$ cat config.mk
export PLATFORM = sky130hd
export DESIGN_NAME = dot_product_accumulator
export DESIGN_NICKNAME = d
export VERILOG_FILES = /design/src/rtl/dot_product_accumulator.sv
export SDC_FILE = /design/constraint.sdc
export NUM_CORES = 1
export LEC_CHECK = 0
export BUFFER_PORTS_ARGS = -buffer_cell sky130_fd_sc_hd__buf_2
export CORE_ASPECT_RATIO = 0.8
export CORE_MARGIN = 2
export CORE_UTILIZATION = 45
export CTS_CLUSTER_DIAMETER = 40
export DETAILED_ROUTE_END_ITERATION = 16
export REMOVE_ABC_BUFFERS = 1
export SYNTH_ARGS = -nofsm -noshare
export SYNTH_HDL_FRONTEND = slang
export SYNTH_SLANG_ARGS = --single-unit
export TNS_END_PERCENT = 20
$ cat constraint.sdc
create_clock -name clk -period 10.3 [get_ports clk]
set_clock_uncertainty 0.15 [all_clocks]
set_input_delay 2.06 -clock clk [delete_from_list [all_inputs] [get_ports clk]]
set_output_delay 2.06 -clock clk [all_outputs]
set_load 0.01 [all_outputs]
$ cat src/rtl/dot_product_accumulator.sv
// rtl/dot_product_accumulator.sv - 4x4 multiply-accumulate stage producing LEN-term dot products.
// Optional build macro SATURATE_EN: clamp the accumulator to all-ones instead of wrapping.

module array_mult4 (
  input  logic [3:0] a_i,
  input  logic [3:0] b_i,
  output logic [7:0] p_o
);
  // Shift-and-add array: one partial-product row per bit of b.
  always_comb begin
    p_o = '0;
    for (int i = 0; i < 4; i++) begin
      if (b_i[i]) p_o = p_o + ({4'b0, a_i} << i);
    end
  end
endmodule

module dot_product_accumulator #(
  parameter int LEN   = 4,
  parameter int ACC_W = 16
) (
  input  logic             clk,
  input  logic             rst,
  input  logic             clr,
  input  logic             in_valid,
  output logic             in_ready,
  input  logic [3:0]       in_a,
  input  logic [3:0]       in_b,
  output logic             out_valid,
  input  logic             out_ready,
  output logic [ACC_W-1:0] out_sum,
  output logic             out_ovf
);
  typedef enum logic [1:0] {ACCUM, FLUSH, DONE} state_t;

  localparam logic [7:0] LAST = 8'(LEN - 1);

  state_t           state_q, state_d;
  logic [7:0]       count_q, count_d;
  logic [ACC_W-1:0] acc_q, acc_d;
  logic             ovf_q, ovf_d;
  logic [7:0]       p_q, p_d;
  logic             p_vld_q, p_vld_d;
  logic [7:0]       prod;
  logic [ACC_W:0]   sum;
  logic             accept;

  array_mult4 u_mult (
    .a_i(in_a),
    .b_i(in_b),
    .p_o(prod)
  );

  assign in_ready  = (state_q == ACCUM);
  assign out_valid = (state_q == DONE);
  assign out_sum   = out_valid ? acc_q : '0;
  assign out_ovf   = out_valid & ovf_q;
  // A beat arriving alongside clr is discarded, so it never counts as accepted.
  assign accept    = in_valid & in_ready & ~clr;

  always_comb begin
    state_d = state_q;
    count_d = count_q;
    acc_d   = acc_q;
    ovf_d   = ovf_q;
    p_d     = p_q;
    p_vld_d = 1'b0;
    sum     = {1'b0, acc_q} + {{(ACC_W-7){1'b0}}, p_q};

    if (accept) begin
      p_d     = prod;
      p_vld_d = 1'b1;
      count_d = count_q + 8'd1;
    end

    if (p_vld_q) begin
      if (sum[ACC_W]) ovf_d = 1'b1;
`ifdef SATURATE_EN
      acc_d = sum[ACC_W] ? {ACC_W{1'b1}} : sum[ACC_W-1:0];
`else
      acc_d = sum[ACC_W-1:0];
`endif
    end

    case (state_q)
      ACCUM: if (accept && count_q == LAST) state_d = FLUSH;
      FLUSH: state_d = DONE;
      DONE: begin
        if (out_ready) begin
          acc_d   = '0;
          ovf_d   = 1'b0;
          count_d = '0;
          state_d = ACCUM;
        end
      end
      default: state_d = ACCUM;
    endcase

    if (clr) begin
      acc_d   = '0;
      ovf_d   = 1'b0;
      count_d = '0;
      p_vld_d = 1'b0;
      state_d = ACCUM;
    end
  end

  always_ff @(posedge clk) begin
    if (rst) begin
      state_q <= ACCUM;
      count_q <= '0;
      acc_q   <= '0;
      ovf_q   <= 1'b0;
      p_q     <= '0;
      p_vld_q <= 1'b0;
    end else begin
      state_q <= state_d;
      count_q <= count_d;
      acc_q   <= acc_d;
      ovf_q   <= ovf_d;
      p_q     <= p_d;
      p_vld_q <= p_vld_d;
    end
  end
endmodule

==> impl_metrics.tcl <==
set metrics [dict create \
    clk_path_buf_depth 2 \
    design.core.area_mm2 0.005122 \
    ant_nets 0 \
    setup_viol 0 \
    clockRootBuffer "clkbuf_8" \
    end_kind "flip-flop" \
    post-route-period-util_pct 52.85 \
    path_clk_slew_ns 0.07 \
    arrival_ns 5.43 \
    numCtsBuffers 5 \
    clock-sinks 36 \
    synthToLayoutAreaGrowth_pct 12.19 \
    fin_nets 357 \
    num_rows 23 \
    slew_viol_final 0 \
    start_util_pct 47.70 \
    vias 2103 \
    synth_seq_cells 36 \
    grtUsageTotal_pct 17.63 \
    r2r_end "ovf_q" \
    port-buffer-count 31 \
    crit_path_start_kind "primary input" \
    drt_iter0_drc 77 \
    r2r_setup_slack_ns 8.14 \
    crit_path_max_fanout 6 \
    placed_area_mm2 0.002649 \
    p_switching_w 0.00008242 \
    setup_ws_ns 4.857 \
    cts_setup_buffers 0 \
    grt_pass1_wl_mm 8.832 \
    post-route-min-period_ns 5.443 \
    drive_above_1_share_pct 13.40 \
    grt.busiest_layer "met1" \
    postCtsHoldBufs 0 \
    synth_warnings 0 \
    insertion_delay_ns 0.29 \
    p_int_w 0.0002163 \
    firstDrtPassIters 4 \
    tightest_slew_ns 0.9173 \
    stdcell_area_mm2 0.002741 \
    ir_worst_vdd_mv 0.06995 \
    rsz0062_at_grt "no" \
    yosysUniqueCellTypes 48 \
    dp.cells 375 \
    power.share.clock_pct 35.1 \
    n_antenna_cell 0 \
    seq_power_share_pct 48.3 \
    status "complete, no violations" \
    finalNonFillerCells 383 \
    holdPathEnd "ovf_q" \
    ios 32 \
    syn_inst 290 \
    whs_path_depth 1 \
    drt-total-wl_mm 4.980 \
    async_reset_ff_share_pct 0 \
    grt_pass1_vias 1865 \
    die_y_um 69.91 \
    reg2reg_depth 5 \
    worst-setup-path-type "primary input to flip-flop" \
    dp.final_hpwl_mm 3.688 \
    grtUsageMet2_pct 25.81 \
    drt-wirelength-per-cell_um 13.00 \
    cts.repair.resized 0 \
    use_met1_pct 27.08 \
    drcViolationCount 0 \
    slew_headroom_pct 38.48 \
    maxCapViolCount 0 \
    ys.flop_type "dfxtp_1" \
    h-tree-depth 2 \
    grt_max_degree 26 \
    ys_seq_area_share_pct 29.49 \
    fill_cells 492 \
    min_path_type "flip-flop to flip-flop" \
    avgViaCountPerCell 5.491 \
    power_density_mw_per_mm2 109.0 \
    synth_edf_count 0 \
    switching_share_pct 27.59 \
    fp.dieArea_mm2 0.006039 \
    dp_slack_ns 4.570 \
    required_ns 10.28 \
    clock.fmax_mhz 183.7 \
    p_leak_nw 1.196 \
    met3_usage_pct 3.546 \
    antenna_found_initial 0 \
    cts_tree "built" \
    setup_tns_ns 0 \
    globalplace.congestion 0.8267 \
    synthesis.area_mm2 0.002444 \
    grt_overflow 0 \
    r2r_start "state_q[1]" \
    finish.utilization_pct 53.52 \
    die_w_um 86.39 \
    syn_avg_cell_area_um2 8.426 \
    worstHoldStart "ovf_q" \
    combPwrFrac_pct 16.6 \
    hold_viol_final 0 \
]
-- worst max-delay path, stage by stage --
cell	delay, ns
buf_2	0.15
and2_1	0.16
ha_1	0.19
inv_1	0.06
fa_1	0.38
nand2b_1	0.10
nand3_1	0.09
xnor2_1	0.34
inv_1	0.09
ha_1	0.28
a21o_1	0.19
a21oi_1	0.17
xnor2_1	0.13
nand2_1	0.10
nand2_1	0.09
ha_1	0.26
a21oi_1	0.16
nand2_1	0.08
xor2_1	0.14
mux2i_1	0.13
a21oi_1	0.08
-- power by group through the flow --
stage | Sequential, W | Combinational [W] | Clock, W
final | 0.000144 | 0.0000497 | 0.000105
after global routing | 0.000145 | 0.0000575 | 0.000113
after CTS | 0.000144 | 0.0000497 | 0.000107
after detailed placement | 0.000147 | 0.0000493 | 0
after global placement | 0.000147 | 0.0000494 | 0
after floorplan | 0.000147 | 0.0000363 | 0
-- final cells by class --
type                            instances  area [um^2]  area share (%)
Inverter                               13        48.80           1.780
Sequential cell                        36        720.7           26.29
Clock inverter                          2        10.01          0.3651
Tap cell                               62        77.57           2.830
Clock buffer                            6        82.58           3.012
Multi-Input combinational cell        232         1639           59.79
Timing Repair Buffer                   32        162.7           5.933
-- metal layers --
| metal | wire length (um) | part of all wire [%] | up-vias |
|---|---|---|---|
| li1 | - | - | 1109 |
| met1 | 2665 | 54 | 941 |
| met2 | 2072 | 42 | 48 |
| met3 | 214 | 4.3 | 5 |
| met4 | 27 | 0.54 | 0 |
| met5 | 0 | 0 | - |
-- placed cells by master (no fill, tap or decap), drive strengths merged, types with 2 or more instances in the layout --
cell and n:
and4 4, and2 18, xnor2 9, o21a 3, clkbuf 6, nand2b 4
and3 3, a21o 6, inv 13, nor4 3, ha 20, xor2 6
a211oi 3, mux2i 12, buf 32, fa 4, o31ai 4, nor2 22
a21oi 28, nor3 3, a2111o 2, clkinv 2, nand2 24, o21ai 10
o211ai 4, nand3 11, or4 4, nor2b 4, nand4 6, dfxtp 36
-- per-stage QoR --
step,hold WS (ns),total power (W)
4_1_cts,0.3183,0.0003010
6_report,0.3118,0.0002987
3_3_place_gp,0.2984,0.0001968
5_1_grt,0.3362,0.0003146
2_1_floorplan,0.2795,0.0001828
3_5_place_dp,0.3007,0.0001968
-- cell families (layout without fill, tap and decap cells) --
| logic type | count (synthesis) | in the layout | share of synthesized area (%) |
|---|---|---|---|
| fa+ha+maj | 24 | 24 | 13.52 |
| buf+inv | 22 | 53 | 3.431 |
| xor+xnor | 15 | 15 | 5.377 |
| simple gates | 111 | 111 | 24.53 |
| compound gates | 70 | 70 | 18.74 |
| mux | 12 | 12 | 4.916 |
| flops | 36 | 36 | 29.49 |
-- sequential cells by signal, indices dropped and copies added (netlist names) --
register / flops
acc_q: 16
count_q: 8
p_q: 8
state_q: 2
ovf_q: 1
p_vld_q: 1
-- how the worst max path moves through the flow --
| stage | cells after the start | from | to |
|---|---|---|---|
| global placement | 21 | in_a[1] | p_q[6] |
| detailed placement | 21 | in_a[1] | p_q[6] |
| floorplan | 20 | in_b[0] | p_q[6] |
| finish | 21 | in_a[1] | p_q[6] |
| CTS | 21 | in_a[1] | p_q[6] |
| global route | 21 | in_a[1] | p_q[6] |
-- cells in the mapped netlist (2+ instances only) --
cell | number | area, um^2
o31ai_1 | 4 | 30.03
and2_1 | 18 | 112.6
or4_1 | 4 | 30.03
o21ai_1 | 7 | 35.03
a21oi_1 | 27 | 135.1
nor2b_1 | 4 | 25.02
nor2_1 | 22 | 82.58
xnor2_1 | 9 | 78.83
xor2_1 | 6 | 52.55
a211oi_1 | 3 | 22.52
mux2i_1 | 12 | 120.1
clkbuf_1 | 7 | 26.28
nor3_1 | 3 | 15.01
nand2b_1 | 4 | 25.02
and3_1 | 3 | 18.77
inv_1 | 13 | 48.80
fa_1 | 4 | 80.08
nand2_1 | 24 | 90.09
nor4_1 | 3 | 18.77
o21a_1 | 2 | 15.01
a21o_1 | 6 | 45.04
and4_1 | 4 | 35.03
nand3_1 | 11 | 55.05
nand4_1 | 6 | 37.54
o21ai_0 | 3 | 15.01
dfxtp_1 | 36 | 720.7
o211ai_1 | 4 | 30.03
a2111o_1 | 2 | 22.52
ha_1 | 20 | 250.2
Power figures use the tool's default switching activity.
